==> src/rtl/cla_add_sequencer_if.sv <==
// rtl/cla_add_sequencer_if.sv - request/response bundle for the sliced wide adder.
// Optional ovf signal appears when CLA_SEQ_OVF_EN is defined.
interface cla_add_sequencer_if #(
  parameter int WORDS = 4
);
  localparam int WIDE = 16 * WORDS;

  logic            in_valid;
  logic            in_ready;
  logic [WIDE-1:0] a;
  logic [WIDE-1:0] b;
  logic            c_in;
  logic            out_valid;
  logic            out_ready;
  logic [WIDE-1:0] sum;
  logic            c_out;
  logic            busy;
`ifdef CLA_SEQ_OVF_EN
  logic            ovf;
`endif

  modport master (
`ifdef CLA_SEQ_OVF_EN
    input  ovf,
`endif
    output in_valid, a, b, c_in, out_ready,
    input  in_ready, out_valid, sum, c_out, busy
  );

  modport slave (
`ifdef CLA_SEQ_OVF_EN
    output ovf,
`endif
    input  in_valid, a, b, c_in, out_ready,
    output in_ready, out_valid, sum, c_out, busy
  );
endinterface

==> src/rtl/cla_add_sequencer.sv <==
// rtl/cla_add_sequencer.sv - wide adder that time-shares one CLA16 slice, LSW first.
// CLA_SEQ_OVF_EN adds a registered signed-overflow output taken from the last slice.
module cla16 (
  input  logic [15:0] a_i,
  input  logic [15:0] b_i,
  input  logic        c_i,
  output logic [15:0] s_o,
`ifdef CLA_SEQ_OVF_EN
  output logic        ovf_o,
`endif
  output logic        co_o
);
  logic [15:0] g;
  logic [15:0] p;
  logic [15:0] c;
  logic [3:0]  gg;
  logic [3:0]  gp;
  logic [3:0]  cg;

  // Carry out of position j of a 4-wide group, fully expanded (no ripple).
  function automatic logic la_carry(input logic [3:0] gv, input logic [3:0] pv,
                                    input logic cin, input logic [1:0] j);
    logic acc;
    logic prod;
    acc  = gv[j];
    prod = pv[j];
    for (int m = int'(j) - 1; m >= 0; m--) begin
      acc  = acc | (prod & gv[m[1:0]]);
      prod = prod & pv[m[1:0]];
    end
    return acc | (prod & cin);
  endfunction

  always_comb begin
    g = a_i & b_i;
    p = a_i ^ b_i;
    for (int k = 0; k < 4; k++) begin
      gg[k] = la_carry(g[4*k +: 4], p[4*k +: 4], 1'b0, 2'd3);
      gp[k] = &p[4*k +: 4];
    end
    cg[0] = c_i;
    cg[1] = la_carry(gg, gp, c_i, 2'd0);
    cg[2] = la_carry(gg, gp, c_i, 2'd1);
    cg[3] = la_carry(gg, gp, c_i, 2'd2);
    for (int k = 0; k < 4; k++) begin
      for (int j = 0; j < 4; j++) begin
        c[4*k + j] = la_carry(g[4*k +: 4], p[4*k +: 4], cg[k], 2'(j));
      end
    end
    s_o  = p ^ {c[14:0], c_i};
    co_o = c[15];
  end

`ifdef CLA_SEQ_OVF_EN
  assign ovf_o = c[15] ^ c[14];
`endif
endmodule

module cla_add_sequencer #(
  parameter int WORDS = 4
) (
  input  logic               clk_i,
  input  logic               rst_i,
  cla_add_sequencer_if.slave bus
);
  localparam int WIDE = 16 * WORDS;
  localparam int IW   = (WORDS > 1) ? $clog2(WORDS) : 1;
  localparam logic [IW-1:0] LAST_IDX = IW'(WORDS - 1);

  typedef enum logic [1:0] {IDLE, RUN, DONE} state_e;

  state_e          state_q, state_d;
  logic [IW-1:0]   idx_q, idx_d;
  logic [WIDE-1:0] a_q, a_d;
  logic [WIDE-1:0] b_q, b_d;
  logic [WIDE-1:0] sum_q, sum_d;
  logic            carry_q, carry_d;
  logic            cout_q, cout_d;
  logic            accept;
  logic [15:0]     slice_a;
  logic [15:0]     slice_b;
  logic [15:0]     slice_s;
  logic            slice_co;
`ifdef CLA_SEQ_OVF_EN
  logic            ovf_q, ovf_d;
  logic            slice_ovf;
`endif

  assign accept  = bus.in_valid & bus.in_ready;
  assign slice_a = a_q[16*idx_q +: 16];
  assign slice_b = b_q[16*idx_q +: 16];

  cla16 u_cla16 (
    .a_i   (slice_a),
    .b_i   (slice_b),
    .c_i   (carry_q),
    .s_o   (slice_s),
`ifdef CLA_SEQ_OVF_EN
    .ovf_o (slice_ovf),
`endif
    .co_o  (slice_co)
  );

  always_ff @(posedge clk_i) begin
    if (rst_i) begin
      state_q <= IDLE;
    end else begin
      state_q <= state_d;
    end
  end

  always_comb begin
    state_d = state_q;
    case (state_q)
      IDLE:    if (accept) state_d = RUN;
      RUN:     if (idx_q == LAST_IDX) state_d = DONE;
      DONE:    if (bus.out_ready) state_d = IDLE;
      default: state_d = IDLE;
    endcase
  end

  always_comb begin
    bus.in_ready  = (state_q == IDLE);
    bus.out_valid = (state_q == DONE);
    bus.busy      = (state_q == RUN) || (state_q == DONE);
  end

  // Operands are captured only at accept; sum is cleared so unwritten slices read 0.
  always_comb begin
    idx_d   = idx_q;
    a_d     = a_q;
    b_d     = b_q;
    sum_d   = sum_q;
    carry_d = carry_q;
    cout_d  = cout_q;
`ifdef CLA_SEQ_OVF_EN
    ovf_d   = ovf_q;
`endif
    if (state_q == IDLE && accept) begin
      a_d     = bus.a;
      b_d     = bus.b;
      sum_d   = '0;
      carry_d = bus.c_in;
      idx_d   = '0;
    end else if (state_q == RUN) begin
      for (int w = 0; w < WORDS; w++) begin
        if (idx_q == IW'(w)) sum_d[16*w +: 16] = slice_s;
      end
      carry_d = slice_co;
      idx_d   = idx_q + 1'b1;
      if (idx_q == LAST_IDX) begin
        cout_d = slice_co;
`ifdef CLA_SEQ_OVF_EN
        ovf_d  = slice_ovf;
`endif
      end
    end
  end

  always_ff @(posedge clk_i) begin
    if (rst_i) begin
      idx_q   <= '0;
      a_q     <= '0;
      b_q     <= '0;
      sum_q   <= '0;
      carry_q <= 1'b0;
      cout_q  <= 1'b0;
`ifdef CLA_SEQ_OVF_EN
      ovf_q   <= 1'b0;
`endif
    end else begin
      idx_q   <= idx_d;
      a_q     <= a_d;
      b_q     <= b_d;
      sum_q   <= sum_d;
      carry_q <= carry_d;
      cout_q  <= cout_d;
`ifdef CLA_SEQ_OVF_EN
      ovf_q   <= ovf_d;
`endif
    end
  end

  assign bus.sum   = sum_q;
  assign bus.c_out = cout_q;
`ifdef CLA_SEQ_OVF_EN
  assign bus.ovf   = ovf_q;
`endif
endmodule

==> src/flat_wrapper.sv <==
// flat-port wrapper written by rule: the top's interface ports become plain ports
module cla_add_sequencer_flat 
#(
  parameter int WORDS = 4
)
  (clk_i, rst_i, bus_in_valid, bus_a, bus_b, bus_c_in, bus_out_ready, bus_in_ready, bus_out_valid, bus_sum, bus_c_out, bus_busy);
  cla_add_sequencer_if #(.WORDS(WORDS)) bus_i ();
  input  logic clk_i;
  input  logic rst_i;
  input wire logic [$bits(bus_i.in_valid)-1:0] bus_in_valid;
  input wire logic [$bits(bus_i.a)-1:0] bus_a;
  input wire logic [$bits(bus_i.b)-1:0] bus_b;
  input wire logic [$bits(bus_i.c_in)-1:0] bus_c_in;
  input wire logic [$bits(bus_i.out_ready)-1:0] bus_out_ready;
  output wire logic [$bits(bus_i.in_ready)-1:0] bus_in_ready;
  output wire logic [$bits(bus_i.out_valid)-1:0] bus_out_valid;
  output wire logic [$bits(bus_i.sum)-1:0] bus_sum;
  output wire logic [$bits(bus_i.c_out)-1:0] bus_c_out;
  output wire logic [$bits(bus_i.busy)-1:0] bus_busy;
  assign bus_i.in_valid = bus_in_valid;
  assign bus_i.a = bus_a;
  assign bus_i.b = bus_b;
  assign bus_i.c_in = bus_c_in;
  assign bus_i.out_ready = bus_out_ready;
  assign bus_in_ready = bus_i.in_ready;
  assign bus_out_valid = bus_i.out_valid;
  assign bus_sum = bus_i.sum;
  assign bus_c_out = bus_i.c_out;
  assign bus_busy = bus_i.busy;
  cla_add_sequencer #(.WORDS(WORDS)) u_core (.clk_i(clk_i), .rst_i(rst_i), .bus(bus_i));
endmodule
==> config.mk <==
export PLATFORM = sky130hd
export DESIGN_NAME = cla_add_sequencer_flat
export DESIGN_NICKNAME = d
export VERILOG_FILES = /design/src/rtl/cla_add_sequencer_if.sv /design/src/rtl/cla_add_sequencer.sv /design/src/flat_wrapper.sv
export SDC_FILE = /design/constraint.sdc
export NUM_CORES = 1
export LEC_CHECK = 0
export CAP_MARGIN = 10
export CORE_UTILIZATION = 30
export CTS_CLUSTER_DIAMETER = 120
export CTS_CLUSTER_SIZE = 14
export DETAILED_ROUTE_END_ITERATION = 12
export GPL_ROUTABILITY_DRIVEN = 0
export HOLD_SLACK_MARGIN = 0.15
export PLACE_DENSITY_LB_ADDON = 0.2
export SETUP_SLACK_MARGIN = 0.02
export SYNTH_ARGS = -nofsm -noshare
export SYNTH_HDL_FRONTEND = slang
export SYNTH_HIERARCHICAL = 1
export SYNTH_SLANG_ARGS = --single-unit
export TNS_END_PERCENT = 10
==> constraint.sdc <==
create_clock -name clk_i -period 4.5 [get_ports clk_i]
set_clock_uncertainty 0.15 [all_clocks]
set_input_delay 0.675 -clock clk_i [delete_from_list [all_inputs] [get_ports clk_i]]
set_output_delay 0.675 -clock clk_i [all_outputs]
set_load 0.02 [all_outputs]
==> qor.txt <==
critical path fanouts, max: 20
fillers: 2923
routed len/inst: 15.76 um
antenna viol nets, final: 0
Pwr Total: 5.182 mW
Syn Nets: 1167
status: finished clean
clk sink count: 198
1st-iter DRT viols: 464
Slew HR: 42.69%
critical path launch point type: register
TritonRoute pass-1 iters: 5
TritonCTS clock tree: yes
Clock transition at path regs: 0.07 ns
routed wire length: 24560 um
# rows: 61
worst skew pair latency: 0.43 ns
total global routing track utilization: 17.28%
IO buf count: 200
RSZ-0062 raised after global routing: no
commonest non-fill, non-tap cell in the layout: nand2_1
maxcap violations: 0
first-pass GRT wire length: 38170 um
die width: 170.1 um
height of the chip: 170.1 um
WS Path Type: reg2reg
Hold Fails Final Rpt: 0
gr ovfl total: 0
clk root buf: clkbuf_16
die area: 28920 um2
fin crit share: 83.09%
layout cell share with drive strength beyond 1: 7.712%
number of buffers created by CTS: 17
Fin Setup TNS: 0 ns
HP Class: reg2reg
synthesized area per cell: 8.407 um2
Syn-to-layout area delta: 32.30%
crit path DAT: 3.93 ns
Tmin final: 3.739 ns
routed via count: 7252
# setup viols final: 0
Diodes inserted: 0
slew of the pin with the lowest slew margin: 0.8597 ns
Synth warnings: 6
power per cell area: 462.2 nW/um2
Max Freq: 267.4 MHz
IR Drop Worst-Case VDD: 0.0002378 V
pin count of the biggest net entering global routing: 84
final-report max-slew violation count: 0
net total in the final layout: 1326
Distinct cells, synth: 41
most frequent cells in the layout: nand2_1, clkdlybuf4s50_1, a21oi_1, dfxtp_1, mux4_2
H-tree depth: 4
FF+latch count, synth: 198
Post-CTS Resized: 0
Core Area: 27780 um2
Detailed Place HPWL: 18140 um
via/cell ratio: 4.655
sequential cell area fraction in the yosys report: 46.77%
crit end category: register
IO Pins: 201
Syn Inst Count: 1008
worst endpoint required time: 4.69 ns
synthesized area: 8474 um2
Initial Utilization: 30.50%
Max Root-Sink Buffers: 2
LEAKAGE: 3.976 nW
vias in the first global route: 6832
cts hold-fix bufs: 0
DRC viols: 0
initial antenna violation count: 0
postcts setup bufs: 0
[worst paths after layout]
path / end / cells past startpoint / start / slack [ns]
setup / recovery: u_core/bus.sum[47] / 11 / u_core/idx_q[0] / 0.76
hold / removal: u_core/bus.sum[4] / 2 / u_core/bus.sum[4] / 0.30
setup reg to reg: u_core/bus.sum[47] / 11 / u_core/idx_q[0] / 0.76
hold reg to reg: u_core/bus.sum[4] / 2 / u_core/bus.sum[4] / 0.30
[layer usage]
layer	vias up	wire (um)	GRT usage (%)	part of all wire, %
met5	-	0	0	0
met4	0	191	4.230	0.78
met3	12	1111	2.860	4.5
met2	174	11570	27.98	47
met1	3412	11690	23.84	48
li1	3654	-	-	-
[where the power goes]
group	switching, mW	internal [mW]
Combinational	0.967	0.630
Sequential	0.152	1.98
Clock	0.716	0.739
Total	1.83	3.35
[Yosys cell counts (all sizes together)]
library cell | count | share of area (%)
nor2b | 2 | 0.15
fa | 1 | 0.24
dfxtp | 198 | 47
o21a | 1 | 0.10
xor2 | 2 | 0.21
mux2i | 4 | 0.47
o21ai | 3 | 0.18
o211ai | 1 | 0.15
or2 | 1 | 0.074
and3 | 1 | 0.074
o41ai | 1 | 0.19
buf | 55 | 3.9
a21o | 4 | 0.35
clkbuf | 16 | 0.74
ha | 25 | 3.7
o311ai | 1 | 0.10
a211oi | 1 | 0.089
a222oi | 1 | 0.12
a211o | 1 | 0.10
o21bai | 2 | 0.18
nand2b | 5 | 0.37
o31ai | 3 | 0.38
inv | 16 | 0.71
nor3 | 3 | 0.18
o2111ai | 1 | 0.18
a21oi | 201 | 12
xnor2 | 12 | 1.2
nand3 | 3 | 0.18
mux4 | 32 | 8.5
nand2 | 396 | 18
and2 | 5 | 0.37
nor2 | 9 | 0.43
or4 | 1 | 0.089
[worst max-delay path: stages, from the launching register on]
cell,delay [ns]
dfxtp_2,0.75
buf_4,0.30
mux4_2,0.57
ha_1,0.38
nand2_1,0.10
nor3_1,0.30
o2111ai_2,0.18
o211ai_2,0.16
o21ai_1,0.16
xnor2_1,0.36
nand2_1,0.09
a21oi_1,0.15
[cell type report]
class                   count  area, um2  share of cell area (%)
flip-flops and latches    198       3966                   35.38
multi-input cells         723       4073                   36.32
repair buffers            211       2082                   18.57
well taps                 378      473.0                   4.218
clock inverters            14      118.9                   1.060
inverters                  16      60.06                  0.5357
clock buffers              18      439.2                   3.917
[logic make-up after synthesis]
kind of cell,count (synthesis),synth area share [%]
xor gates and xnor gates,14,1.447
adders and majority gates,26,3.927
DFF,198,46.77
muxes,36,8.977
and+or+nand+nor,426,19.47
buffers and inverters,87,5.315
AOI/OAI and AO/OA,221,14.09
[stage by stage]
| stage | utilization (%) | hold slack, ns | cell area, um2 | instances | worst slack [ns] |
|---|---|---|---|---|---|
| 6_report | 40.36 | 0.3027 | 11210 | 1558 | 0.7608 |
| 5_1_grt | 40.36 | 0.3191 | 11210 | 1558 | 0.3929 |
| 3_5_place_dp | 38.35 | 0.2951 | 10650 | 1526 | 0.6890 |
| 2_1_floorplan | - | 0.2831 | 8474 | 1008 | 1.486 |
| 4_1_cts | 40.36 | 0.3053 | 11210 | 1558 | 0.6479 |
| 3_3_place_gp | 38.35 | 0.2900 | 10650 | 1526 | 0.7238 |
[state kept, by name (all words and copies together) (netlist names)]
signal            count
u_core/state_q        2
u_core/idx_q          2
u_core/b_q           64
u_core/a_q           64
u_core/carry_q        1
u_core/bus.c_out      1
u_core/bus.sum       64
Note: power is estimated with default switching activity, not from simulation.
